==> src/rtl/alu3_issue_ctrl_if.sv <==
// Bus between the action-ALU issue controller, its upstream producers and the ALU.
// The controller uses the slave modport; producers and the ALU use master.
interface alu3_issue_ctrl_if #(
   parameter int ACTION_LEN = 25,
   parameter int META_LEN   = 256
);

   logic [META_LEN-1:0]   meta_in;
   logic                  meta_valid_in;
   logic                  meta_ready_out;
   logic [ACTION_LEN-1:0] action_in;
   logic                  action_valid_in;
   logic                  action_ready_out;
   logic [META_LEN-1:0]   alu_meta_out;
   logic [ACTION_LEN-1:0] alu_action_out;
   logic                  alu_valid_out;
   logic                  alu_done_in;
   logic                  busy_out;
   logic                  overflow_err;
   logic                  timeout_err;
   logic [31:0]           issue_cnt;

   modport slave (
      input  meta_in,
      input  meta_valid_in,
      output meta_ready_out,
      input  action_in,
      input  action_valid_in,
      output action_ready_out,
      output alu_meta_out,
      output alu_action_out,
      output alu_valid_out,
      input  alu_done_in,
      output busy_out,
      output overflow_err,
      output timeout_err,
      output issue_cnt
   );

   modport master (
      output meta_in,
      output meta_valid_in,
      input  meta_ready_out,
      output action_in,
      output action_valid_in,
      input  action_ready_out,
      input  alu_meta_out,
      input  alu_action_out,
      input  alu_valid_out,
      output alu_done_in,
      input  busy_out,
      input  overflow_err,
      input  timeout_err,
      input  issue_cnt
   );

endinterface

==> src/rtl/alu3_issue_ctrl.sv <==
// Issue controller for the single-slot action ALU: pairs buffered metadata and actions
// in arrival order and issues one pair at a time, waiting for ALU done or a timeout.
module alu3_issue_ctrl #(
   parameter int ACTION_LEN = 25,
   parameter int META_LEN   = 256,
   parameter int FIFO_DEPTH = 4,
   parameter int TIMEOUT    = 15
) (
   input logic              clk,
   input logic              rst,
   alu3_issue_ctrl_if.slave bus
);

   localparam int AW = $clog2(FIFO_DEPTH);
   localparam int CW = AW + 1;
   localparam logic [CW-1:0] FULL_CNT    = CW'(FIFO_DEPTH);
   localparam logic [7:0]    TIMEOUT_VAL = 8'(TIMEOUT);

   typedef enum logic {
      S_IDLE,
      S_WAIT
   } state_t;

   logic [META_LEN-1:0]   meta_mem_q [FIFO_DEPTH];
   logic [ACTION_LEN-1:0] act_mem_q  [FIFO_DEPTH];

   logic [AW-1:0] meta_wr_ptr_q, meta_wr_ptr_d;
   logic [AW-1:0] meta_rd_ptr_q, meta_rd_ptr_d;
   logic [CW-1:0] meta_cnt_q,    meta_cnt_d;
   logic [AW-1:0] act_wr_ptr_q,  act_wr_ptr_d;
   logic [AW-1:0] act_rd_ptr_q,  act_rd_ptr_d;
   logic [CW-1:0] act_cnt_q,     act_cnt_d;

   state_t                state_q,      state_d;
   logic [7:0]            timer_q,      timer_d;
   logic [META_LEN-1:0]   alu_meta_q,   alu_meta_d;
   logic [ACTION_LEN-1:0] alu_action_q, alu_action_d;
   logic                  alu_valid_q,  alu_valid_d;
   logic                  busy_q,       busy_d;
   logic                  overflow_q,   overflow_d;
   logic                  timeout_q,    timeout_d;
   logic [31:0]           issue_cnt_q,  issue_cnt_d;

   logic meta_ready;
   logic act_ready;
   logic meta_push;
   logic act_push;
   logic issue;

   // Ready comes only from registered occupancy, so there is no input-to-output path.
   assign meta_ready = (meta_cnt_q != FULL_CNT);
   assign act_ready  = (act_cnt_q != FULL_CNT);
   assign meta_push  = bus.meta_valid_in && meta_ready;
   assign act_push   = bus.action_valid_in && act_ready;
   assign issue      = (state_q == S_IDLE) && (meta_cnt_q != '0) && (act_cnt_q != '0);

   always_comb begin
      meta_wr_ptr_d = meta_wr_ptr_q;
      meta_rd_ptr_d = meta_rd_ptr_q;
      meta_cnt_d    = meta_cnt_q;
      act_wr_ptr_d  = act_wr_ptr_q;
      act_rd_ptr_d  = act_rd_ptr_q;
      act_cnt_d     = act_cnt_q;

      if (meta_push) begin
         meta_wr_ptr_d = meta_wr_ptr_q + AW'(1);
      end
      if (issue) begin
         meta_rd_ptr_d = meta_rd_ptr_q + AW'(1);
      end
      if (meta_push && !issue) begin
         meta_cnt_d = meta_cnt_q + CW'(1);
      end else if (!meta_push && issue) begin
         meta_cnt_d = meta_cnt_q - CW'(1);
      end

      if (act_push) begin
         act_wr_ptr_d = act_wr_ptr_q + AW'(1);
      end
      if (issue) begin
         act_rd_ptr_d = act_rd_ptr_q + AW'(1);
      end
      if (act_push && !issue) begin
         act_cnt_d = act_cnt_q + CW'(1);
      end else if (!act_push && issue) begin
         act_cnt_d = act_cnt_q - CW'(1);
      end
   end

   // busy is asserted only while WAIT persists, so it trails the issue pulse by one cycle.
   always_comb begin
      state_d      = state_q;
      timer_d      = timer_q;
      alu_meta_d   = alu_meta_q;
      alu_action_d = alu_action_q;
      alu_valid_d  = 1'b0;
      busy_d       = 1'b0;
      timeout_d    = timeout_q;
      issue_cnt_d  = issue_cnt_q;
      overflow_d   = overflow_q
                   | (bus.meta_valid_in && !meta_ready)
                   | (bus.action_valid_in && !act_ready);

      case (state_q)
         S_IDLE: begin
            if (issue) begin
               alu_meta_d   = meta_mem_q[meta_rd_ptr_q];
               alu_action_d = act_mem_q[act_rd_ptr_q];
               alu_valid_d  = 1'b1;
               issue_cnt_d  = issue_cnt_q + 32'd1;
               timer_d      = 8'd0;
               state_d      = S_WAIT;
            end
         end
         S_WAIT: begin
            timer_d = timer_q + 8'd1;
            if (bus.alu_done_in) begin
               state_d = S_IDLE;
            end else if (timer_q == TIMEOUT_VAL) begin
               timeout_d = 1'b1;
               state_d   = S_IDLE;
            end else begin
               busy_d = 1'b1;
            end
         end
         default: begin
            state_d = S_IDLE;
         end
      endcase
   end

   always_ff @(posedge clk or posedge rst) begin
      if (rst) begin
         meta_wr_ptr_q <= '0;
         meta_rd_ptr_q <= '0;
         meta_cnt_q    <= '0;
         act_wr_ptr_q  <= '0;
         act_rd_ptr_q  <= '0;
         act_cnt_q     <= '0;
         state_q       <= S_IDLE;
         timer_q       <= '0;
         alu_meta_q    <= '0;
         alu_action_q  <= '0;
         alu_valid_q   <= 1'b0;
         busy_q        <= 1'b0;
         overflow_q    <= 1'b0;
         timeout_q     <= 1'b0;
         issue_cnt_q   <= '0;
      end else begin
         meta_wr_ptr_q <= meta_wr_ptr_d;
         meta_rd_ptr_q <= meta_rd_ptr_d;
         meta_cnt_q    <= meta_cnt_d;
         act_wr_ptr_q  <= act_wr_ptr_d;
         act_rd_ptr_q  <= act_rd_ptr_d;
         act_cnt_q     <= act_cnt_d;
         state_q       <= state_d;
         timer_q       <= timer_d;
         alu_meta_q    <= alu_meta_d;
         alu_action_q  <= alu_action_d;
         alu_valid_q   <= alu_valid_d;
         busy_q        <= busy_d;
         overflow_q    <= overflow_d;
         timeout_q     <= timeout_d;
         issue_cnt_q   <= issue_cnt_d;
      end
   end

   // Storage needs no reset: occupancy counts alone decide what is valid.
   always_ff @(posedge clk) begin
      if (meta_push) begin
         meta_mem_q[meta_wr_ptr_q] <= bus.meta_in;
      end
      if (act_push) begin
         act_mem_q[act_wr_ptr_q] <= bus.action_in;
      end
   end

   assign bus.meta_ready_out   = meta_ready;
   assign bus.action_ready_out = act_ready;
   assign bus.alu_meta_out     = alu_meta_q;
   assign bus.alu_action_out   = alu_action_q;
   assign bus.alu_valid_out    = alu_valid_q;
   assign bus.busy_out         = busy_q;
   assign bus.overflow_err     = overflow_q;
   assign bus.timeout_err      = timeout_q;
   assign bus.issue_cnt        = issue_cnt_q;

endmodule

==> src/flat_wrapper.sv <==
// flat-port wrapper written by rule: the top's interface ports become plain ports
module alu3_issue_ctrl_flat 
#(
   parameter int ACTION_LEN = 25,
   parameter int META_LEN   = 256,
   parameter int FIFO_DEPTH = 4,
   parameter int TIMEOUT    = 15
)
  (clk, rst, bus_meta_in, bus_meta_valid_in, bus_meta_ready_out, bus_action_in, bus_action_valid_in, bus_action_ready_out, bus_alu_meta_out, bus_alu_action_out, bus_alu_valid_out, bus_alu_done_in, bus_busy_out, bus_overflow_err, bus_timeout_err, bus_issue_cnt);
  alu3_issue_ctrl_if #(.ACTION_LEN(ACTION_LEN), .META_LEN(META_LEN)) bus_i ();
  input logic clk;
  input logic rst;
  input wire logic [$bits(bus_i.meta_in)-1:0] bus_meta_in;
  input wire logic [$bits(bus_i.meta_valid_in)-1:0] bus_meta_valid_in;
  output wire logic [$bits(bus_i.meta_ready_out)-1:0] bus_meta_ready_out;
  input wire logic [$bits(bus_i.action_in)-1:0] bus_action_in;
  input wire logic [$bits(bus_i.action_valid_in)-1:0] bus_action_valid_in;
  output wire logic [$bits(bus_i.action_ready_out)-1:0] bus_action_ready_out;
  output wire logic [$bits(bus_i.alu_meta_out)-1:0] bus_alu_meta_out;
  output wire logic [$bits(bus_i.alu_action_out)-1:0] bus_alu_action_out;
  output wire logic [$bits(bus_i.alu_valid_out)-1:0] bus_alu_valid_out;
  input wire logic [$bits(bus_i.alu_done_in)-1:0] bus_alu_done_in;
  output wire logic [$bits(bus_i.busy_out)-1:0] bus_busy_out;
  output wire logic [$bits(bus_i.overflow_err)-1:0] bus_overflow_err;
  output wire logic [$bits(bus_i.timeout_err)-1:0] bus_timeout_err;
  output wire logic [$bits(bus_i.issue_cnt)-1:0] bus_issue_cnt;
  assign bus_i.meta_in = bus_meta_in;
  assign bus_i.meta_valid_in = bus_meta_valid_in;
  assign bus_meta_ready_out = bus_i.meta_ready_out;
  assign bus_i.action_in = bus_action_in;
  assign bus_i.action_valid_in = bus_action_valid_in;
  assign bus_action_ready_out = bus_i.action_ready_out;
  assign bus_alu_meta_out = bus_i.alu_meta_out;
  assign bus_alu_action_out = bus_i.alu_action_out;
  assign bus_alu_valid_out = bus_i.alu_valid_out;
  assign bus_i.alu_done_in = bus_alu_done_in;
  assign bus_busy_out = bus_i.busy_out;
  assign bus_overflow_err = bus_i.overflow_err;
  assign bus_timeout_err = bus_i.timeout_err;
  assign bus_issue_cnt = bus_i.issue_cnt;
  alu3_issue_ctrl #(.ACTION_LEN(ACTION_LEN), .META_LEN(META_LEN), .FIFO_DEPTH(FIFO_DEPTH), .TIMEOUT(TIMEOUT)) u_core (.clk(clk), .rst(rst), .bus(bus_i));
endmodule
==> config.mk <==
export PLATFORM = sky130hd
export DESIGN_NAME = alu3_issue_ctrl_flat
export DESIGN_NICKNAME = d
export VERILOG_FILES = /design/src/rtl/alu3_issue_ctrl_if.sv /design/src/rtl/alu3_issue_ctrl.sv /design/src/flat_wrapper.sv
export SDC_FILE = /design/constraint.sdc
export NUM_CORES = 2
export LEC_CHECK = 0
export ABC_AREA = 1
export BUFFER_PORTS_ARGS = -buffer_cell sky130_fd_sc_hd__buf_2
export CAP_MARGIN = 5
export CORE_MARGIN = 2
export CORE_UTILIZATION = 55
export CTS_BUF_LIST = sky130_fd_sc_hd__clkbuf_4 sky130_fd_sc_hd__clkbuf_8
export DETAILED_ROUTE_END_ITERATION = 6
export PLACE_DENSITY_LB_ADDON = 0.08
export SETUP_SLACK_MARGIN = 0.05
export SLEW_MARGIN = 20
export SYNTH_ARGS = -nofsm -noshare
export SYNTH_HDL_FRONTEND = slang
export SYNTH_SLANG_ARGS = --single-unit
==> constraint.sdc <==
create_clock -name clk -period 13.97 [get_ports clk]
set_clock_uncertainty 0.2 [all_clocks]
set_input_delay 2.794 -clock clk [delete_from_list [all_inputs] [get_ports clk]]
set_output_delay 2.794 -clock clk [all_outputs]
set_load 0.05 [all_outputs]
Word level (Yosys, flattened, before mapping)
Memory sizes are Yosys's and may differ from the RTL's. A register that Yosys moved wholly into a read port is not among the register bits.
Cells that the tools add are included.
Widths: inputs -> output; s select.
{"block": "totals", "ff_bits": 59, "mem_bits_rw": 1124, "inputBits": 286, "output_inout_bits": 319, "wordCells": 70, "memories": 2}
{"block": "classes", "n_addsub": 10, "eq_ne": 4, "muxes": 16, "n_bitwise": 4, "n_reduce_logical": 21}
{"name": "u_core.meta_mem_q", "depth": 4, "word_bits": 256, "read_ports": 1, "rd_ports_with_merged_regs": 1, "wr": 1, "line_no": "alu3_issue_ctrl.sv:24", "text": "logic [META_LEN-1:0] meta_mem_q [FIFO_DEPTH];"}
{"name": "u_core.act_mem_q", "depth": 4, "word_bits": 25, "read_ports": 1, "rd_ports_with_merged_regs": 1, "wr": 1, "line_no": "alu3_issue_ctrl.sv:25", "text": "logic [ACTION_LEN-1:0] act_mem_q [FIFO_DEPTH];"}
{"cell": "$add 32x1->32 const B", "n": 1}
{"cell": "$pmux 8 s2", "n": 1}
{"cell": "$mux 3", "n": 4}
{"cell": "$logic_and 1x1->1", "n": 10}
{"cell": "$mux 1", "n": 9}
{"cell": "$add 2x1->2 const B", "n": 4}
{"cell": "$add 8x1->8 const B", "n": 1}
{"cell": "$eq 8x4->1 const B", "n": 1}
{"cell": "$mux 8", "n": 1}
{"cell": "$add 3x1->3 const B", "n": 2}
{"cell": "$ne 3x3->1 const B", "n": 2}
{"cell": "$reduce_bool 3->1", "n": 2}
{"cell": "$sub 3x1->3 const B", "n": 2}
{"cell": "$logic_not 1->1", "n": 5}
{"cell": "$reduce_bool 2->1", "n": 2}
{"cell": "$reduce_and 3->1", "n": 1}
{"cell": "$ne 2x1->1 const B", "n": 1}
{"cell": "$not 1->1", "n": 2}
{"cell": "$or 1x1->1", "n": 2}
{"cell": "$pmux 1 s2", "n": 1}
{"cell": "$reduce_and 2->1", "n": 1}

Longest topological paths before layout
{"block": "depth", "word_depth": 6, "depth_mapped": 11, "ltp_nobuf": 10}

Worst setup path before layout
OpenSTA, ideal clock, no wires.
{"block": "synth_timing", "kind": "input -> register", "startpoint": "input port bus_meta_valid_in", "endpoint": "memory u_core.meta_mem_q[0][0], enable pin", "arrival_ns": 13.581, "t_required_ns": 12.891, "path_slack_ns": -0.689, "cell_stages": 2, "path_buffers": 0, "cell_sequence": "nand2_1 -> nor2_1"}
{"block": "synth_between", "elab_chain_len": 3}
{"item": "start, declared", "line_no": "flat_wrapper.sv:14", "text": "input wire logic [$bits(bus_i.meta_valid_in)-1:0] bus_meta_valid_in;"}
{"item": "$logic_and 1x1->1", "line_no": "alu3_issue_ctrl.sv:53", "text": "assign meta_push = bus.meta_valid_in && meta_ready;"}
{"item": "$mux 1", "line_no": "alu3_issue_ctrl.sv:170", "text": "if (meta_push) begin"}
{"item": "$mux 1 (not written as such)", "line_no": "alu3_issue_ctrl.sv:171", "text": "meta_mem_q[meta_wr_ptr_q] <= bus.meta_in;"}
{"item": "end, declared", "line_no": "alu3_issue_ctrl.sv:24"}
Every way passes these cells.

Final worst setup path
{"block": "layout_timing", "startpoint": "input port bus_meta_valid_in", "endpoint": "memory u_core.meta_mem_q[2][126], enable pin"}
Same word-level chain as after synthesis.

==> impl_metrics.ini <==
[status]
status = completed

[die]
num_io_pins = 605
initial_utilization_pct = 55.4
core-area_mm2 = 0.100
dieHeight_um = 321
fp.dieW_um = 321
rows = 116
die-area_mm2 = 0.103

[placement]
postPlaceCellArea_mm2 = 0.0592
portBuffers = 604
place.gp.congestion = 0.808
dpl.hpwl_um = 74200
dp_cells = 5700

[critical_path]
worst-path-buf-inv = 3
arrival_ns = 5.80
crit_path_frequent_cell = buf_4
critPathLaunchType = input port
crit_required_ns = 14.25
max_stage_delay_ns = 0.84
path_class = input port to register
cp_top_family = buffers and inverters
crit_fanout = 57
path_cells = buf_2, nand2_1, nor2_4, buf_4, buf_4
cpMaxStageDelayCell = nor2_4
endpoint_kind = register

[power]
p_leak_uw = 0.0260
p_int_uw = 9430
ir_drop_uv = 301
p_total_uw = 15800
p_sw_share_pct = 40.2
seqPwrFrac_pct = 40.5
p_switching_uw = 6350
pwr-share-clk_pct = 23.3
power_frac_comb_pct = 36.2
p_per_area_mw_per_mm2 = 246

[finish]
nNetsFinal = 4929
area_growth_pct = 15.8
final_area_mm2 = 0.0641
final-instance-count-excl-fill = 6149
final_util_pct = 64.1
drive_above_1_share_pct = 21.9

[logic_synthesis]
seq_area_frac_synth_pct = 76.3
synth_top_area_share_pct = 61.0
synth_seq_cells = 1464
ys_warn_count = 0
yosysTopAreaCell = edfxtp_1
synth.area.top_cells = edfxtp_1 (61%), dfrtp_1 (15%), nand2_1 (6.3%), mux2i_1 (5.1%), o22ai_1 (3.2%)
syn_area_per_cell_um2 = 13.9
synth.distinct_cells = 35
dominantRegCellSynth = edfxtp_1
syn_nets = 4282
syn_inst = 3982
synth.most_common_cell = edfxtp_1
synth_common_cells = edfxtp_1 (1,124), nand2_1 (935), dfrtp_1 (340), nor2_1 (335), o21ai_0 (291)
synth_area_mm2 = 0.0554
synthArstFlopShare_pct = 23.2
synth_edf_count = 1124

[grt]
grt_pass1_wl_um = 191000
grt_max_degree = 203
grt_usage_pct = 24.5
antenna_found_initial = 79
grt_overflow = 0
grt_pass1_vias = 32430

[clock_tree]
hold_buffers = 0
cts_resized = 0
cts_tree = built
clk_pin_slew_ns = 0.06
clockRootBuffer = clkbuf_8
clockBufferDepth = 3
cts_buffers = 225
insertion_delay_ns = 0.88
post-cts-setup-buffer-count = 0
h-tree-depth = 4
cts.sinks = 1464

[route]
first_pass_iters = 5
drc = 0
wl_per_cell_um = 20.8
wl_um = 128000
vias = 33387
drtIter0Drc = 2531
vias_per_cell = 5.43
postRouteAntennaNets = 0

[timing]
fmax_ghz = 0.181
layout_worst_path_cycle_share_pct = 39.5
rsz0062_at_grt = no
finalSetupViolCount = 0
hold_violations = 0
min_period_ns = 5.52
worstMarginPinSlew_ns = 1.17
timing.slew.headroom_pct = 21.9
slew_viol_final = 0

[flow_run]
drv_cap = 0

[hold_path]
hold_path.class = register to register
[power groups by stage]
stage               logic [µW]  registers [µW]  clock network [µW]
floorplan                 2980            7950                   0
global placement          5700            6450                   0
detailed placement        5760            6470                   0
CTS                       5780            6390                3760
global route              6200            6490                3950
finish                    5710            6400                3680
[registers in the layout (all words and copies together), names as in the netlist]
signal	cells
u_core.act_wr_ptr_q	2
u_core.bus.timeout_err	1
u_core.act_rd_ptr_q	2
u_core.act_mem_q	100
u_core.bus.alu_valid_out	1
u_core.meta_mem_q	1024
u_core.bus.alu_action_out	25
u_core.meta_cnt_q	3
u_core.bus.alu_meta_out	256
u_core.bus.busy_out	1
u_core.bus.issue_cnt	32
u_core.state_q	1
u_core.act_cnt_q	3
u_core.bus.overflow_err	1
u_core.meta_wr_ptr_q	2
u_core.meta_rd_ptr_q	2
u_core.timer_q	8
[layout by cell type, fill, tap and decap left out, types with 2 or more instances in the layout]
master and n:
clkbuf_4 91, o21ai_0 291, ha_1 12, edfxtp_1 1124, dfrtp_1 336, nor2_2 3, nand2_1 935, xnor2_1 10
a21oi_1 8, o21bai_1 3, buf_4 25, diode_2 30, dfrtp_2 2, o22ai_1 282, clkinv_1 23, mux2i_1 281
clkinv_2 24, inv_8 4, nor3_1 7, fa_1 2, inv_1 61, clkbuf_8 268, nor2_4 8, clkinv_8 2
xor2_1 18, nand4_1 6, nor2_1 327, buf_2 604, buf_12 9, nand3_1 35, clkinvlp_4 4, bufinv_16 5
dfrtp_4 2
[routing by layer]
layer  up-vias  wire length [µm]  track usage [%]
li1      15656                 -                -
met1     16407             52700             32.3
met2       981             62300             39.1
met3       283              8830             6.48
met4        60              3650             9.55
met5         -               365                0
[worst paths after layout]
check,cells after the start,endpoint,slack (ns),from
worst max register to register,6,u_core.meta_mem_q[2][126],9.87,u_core.meta_cnt_q[0]
worst min-delay path,2,u_core.bus.alu_action_out[11],0.27,u_core.bus.alu_action_out[11]
worst max-delay path,5,u_core.meta_mem_q[2][126],8.45,bus_meta_valid_in
min in group asynchronous,2,u_core.bus.alu_meta_out[112],1.80,rst
max in group asynchronous,4,u_core.bus.alu_meta_out[207],9.62,rst
worst min register to register,2,u_core.bus.alu_action_out[11],0.27,u_core.bus.alu_action_out[11]
[per-stage QoR]
step / setup WS [ns] / TNS (ns) / hold WS (ns)
finish: 8.45 / 0 / 0.270
floorplan: -0.689 / -706.03 / 0.272
global route: 8.34 / 0 / 0.288
global placement: 7.57 / 0 / 0.257
CTS: 8.51 / 0 / 0.275
detailed placement: 7.56 / 0 / 0.259
[cell type report]
cell class	count	area, µm²
flip-flops and latches	1464	42300
fillers	7484	35900
multi-input cells	2234	11700
clock buffers	359	4370
repair buffers	639	3400
well taps	1298	1620
clock inverters	60	447
inverters	65	259
diodes	30	75.1
[cells by family after synthesis]
| kind of cell | count (synthesis) | share of synthesized area, % |
|---|---|---|
| buf+inv | 284 | 2.69 |
| mux | 282 | 5.10 |
| xor+xnor | 28 | 0.443 |
| simple gates | 1325 | 9.16 |
| flops | 1464 | 76.3 |
| fa+ha+maj | 14 | 0.343 |
| compound gates | 585 | 5.95 |
[tightest hold or removal path, stage by stage, from the launching register on]
cell     delay [ns]
dfrtp_1        0.34
nand2_1        0.05
nand2_1        0.05
No activity file was read; power rests on OpenSTA's default activity.
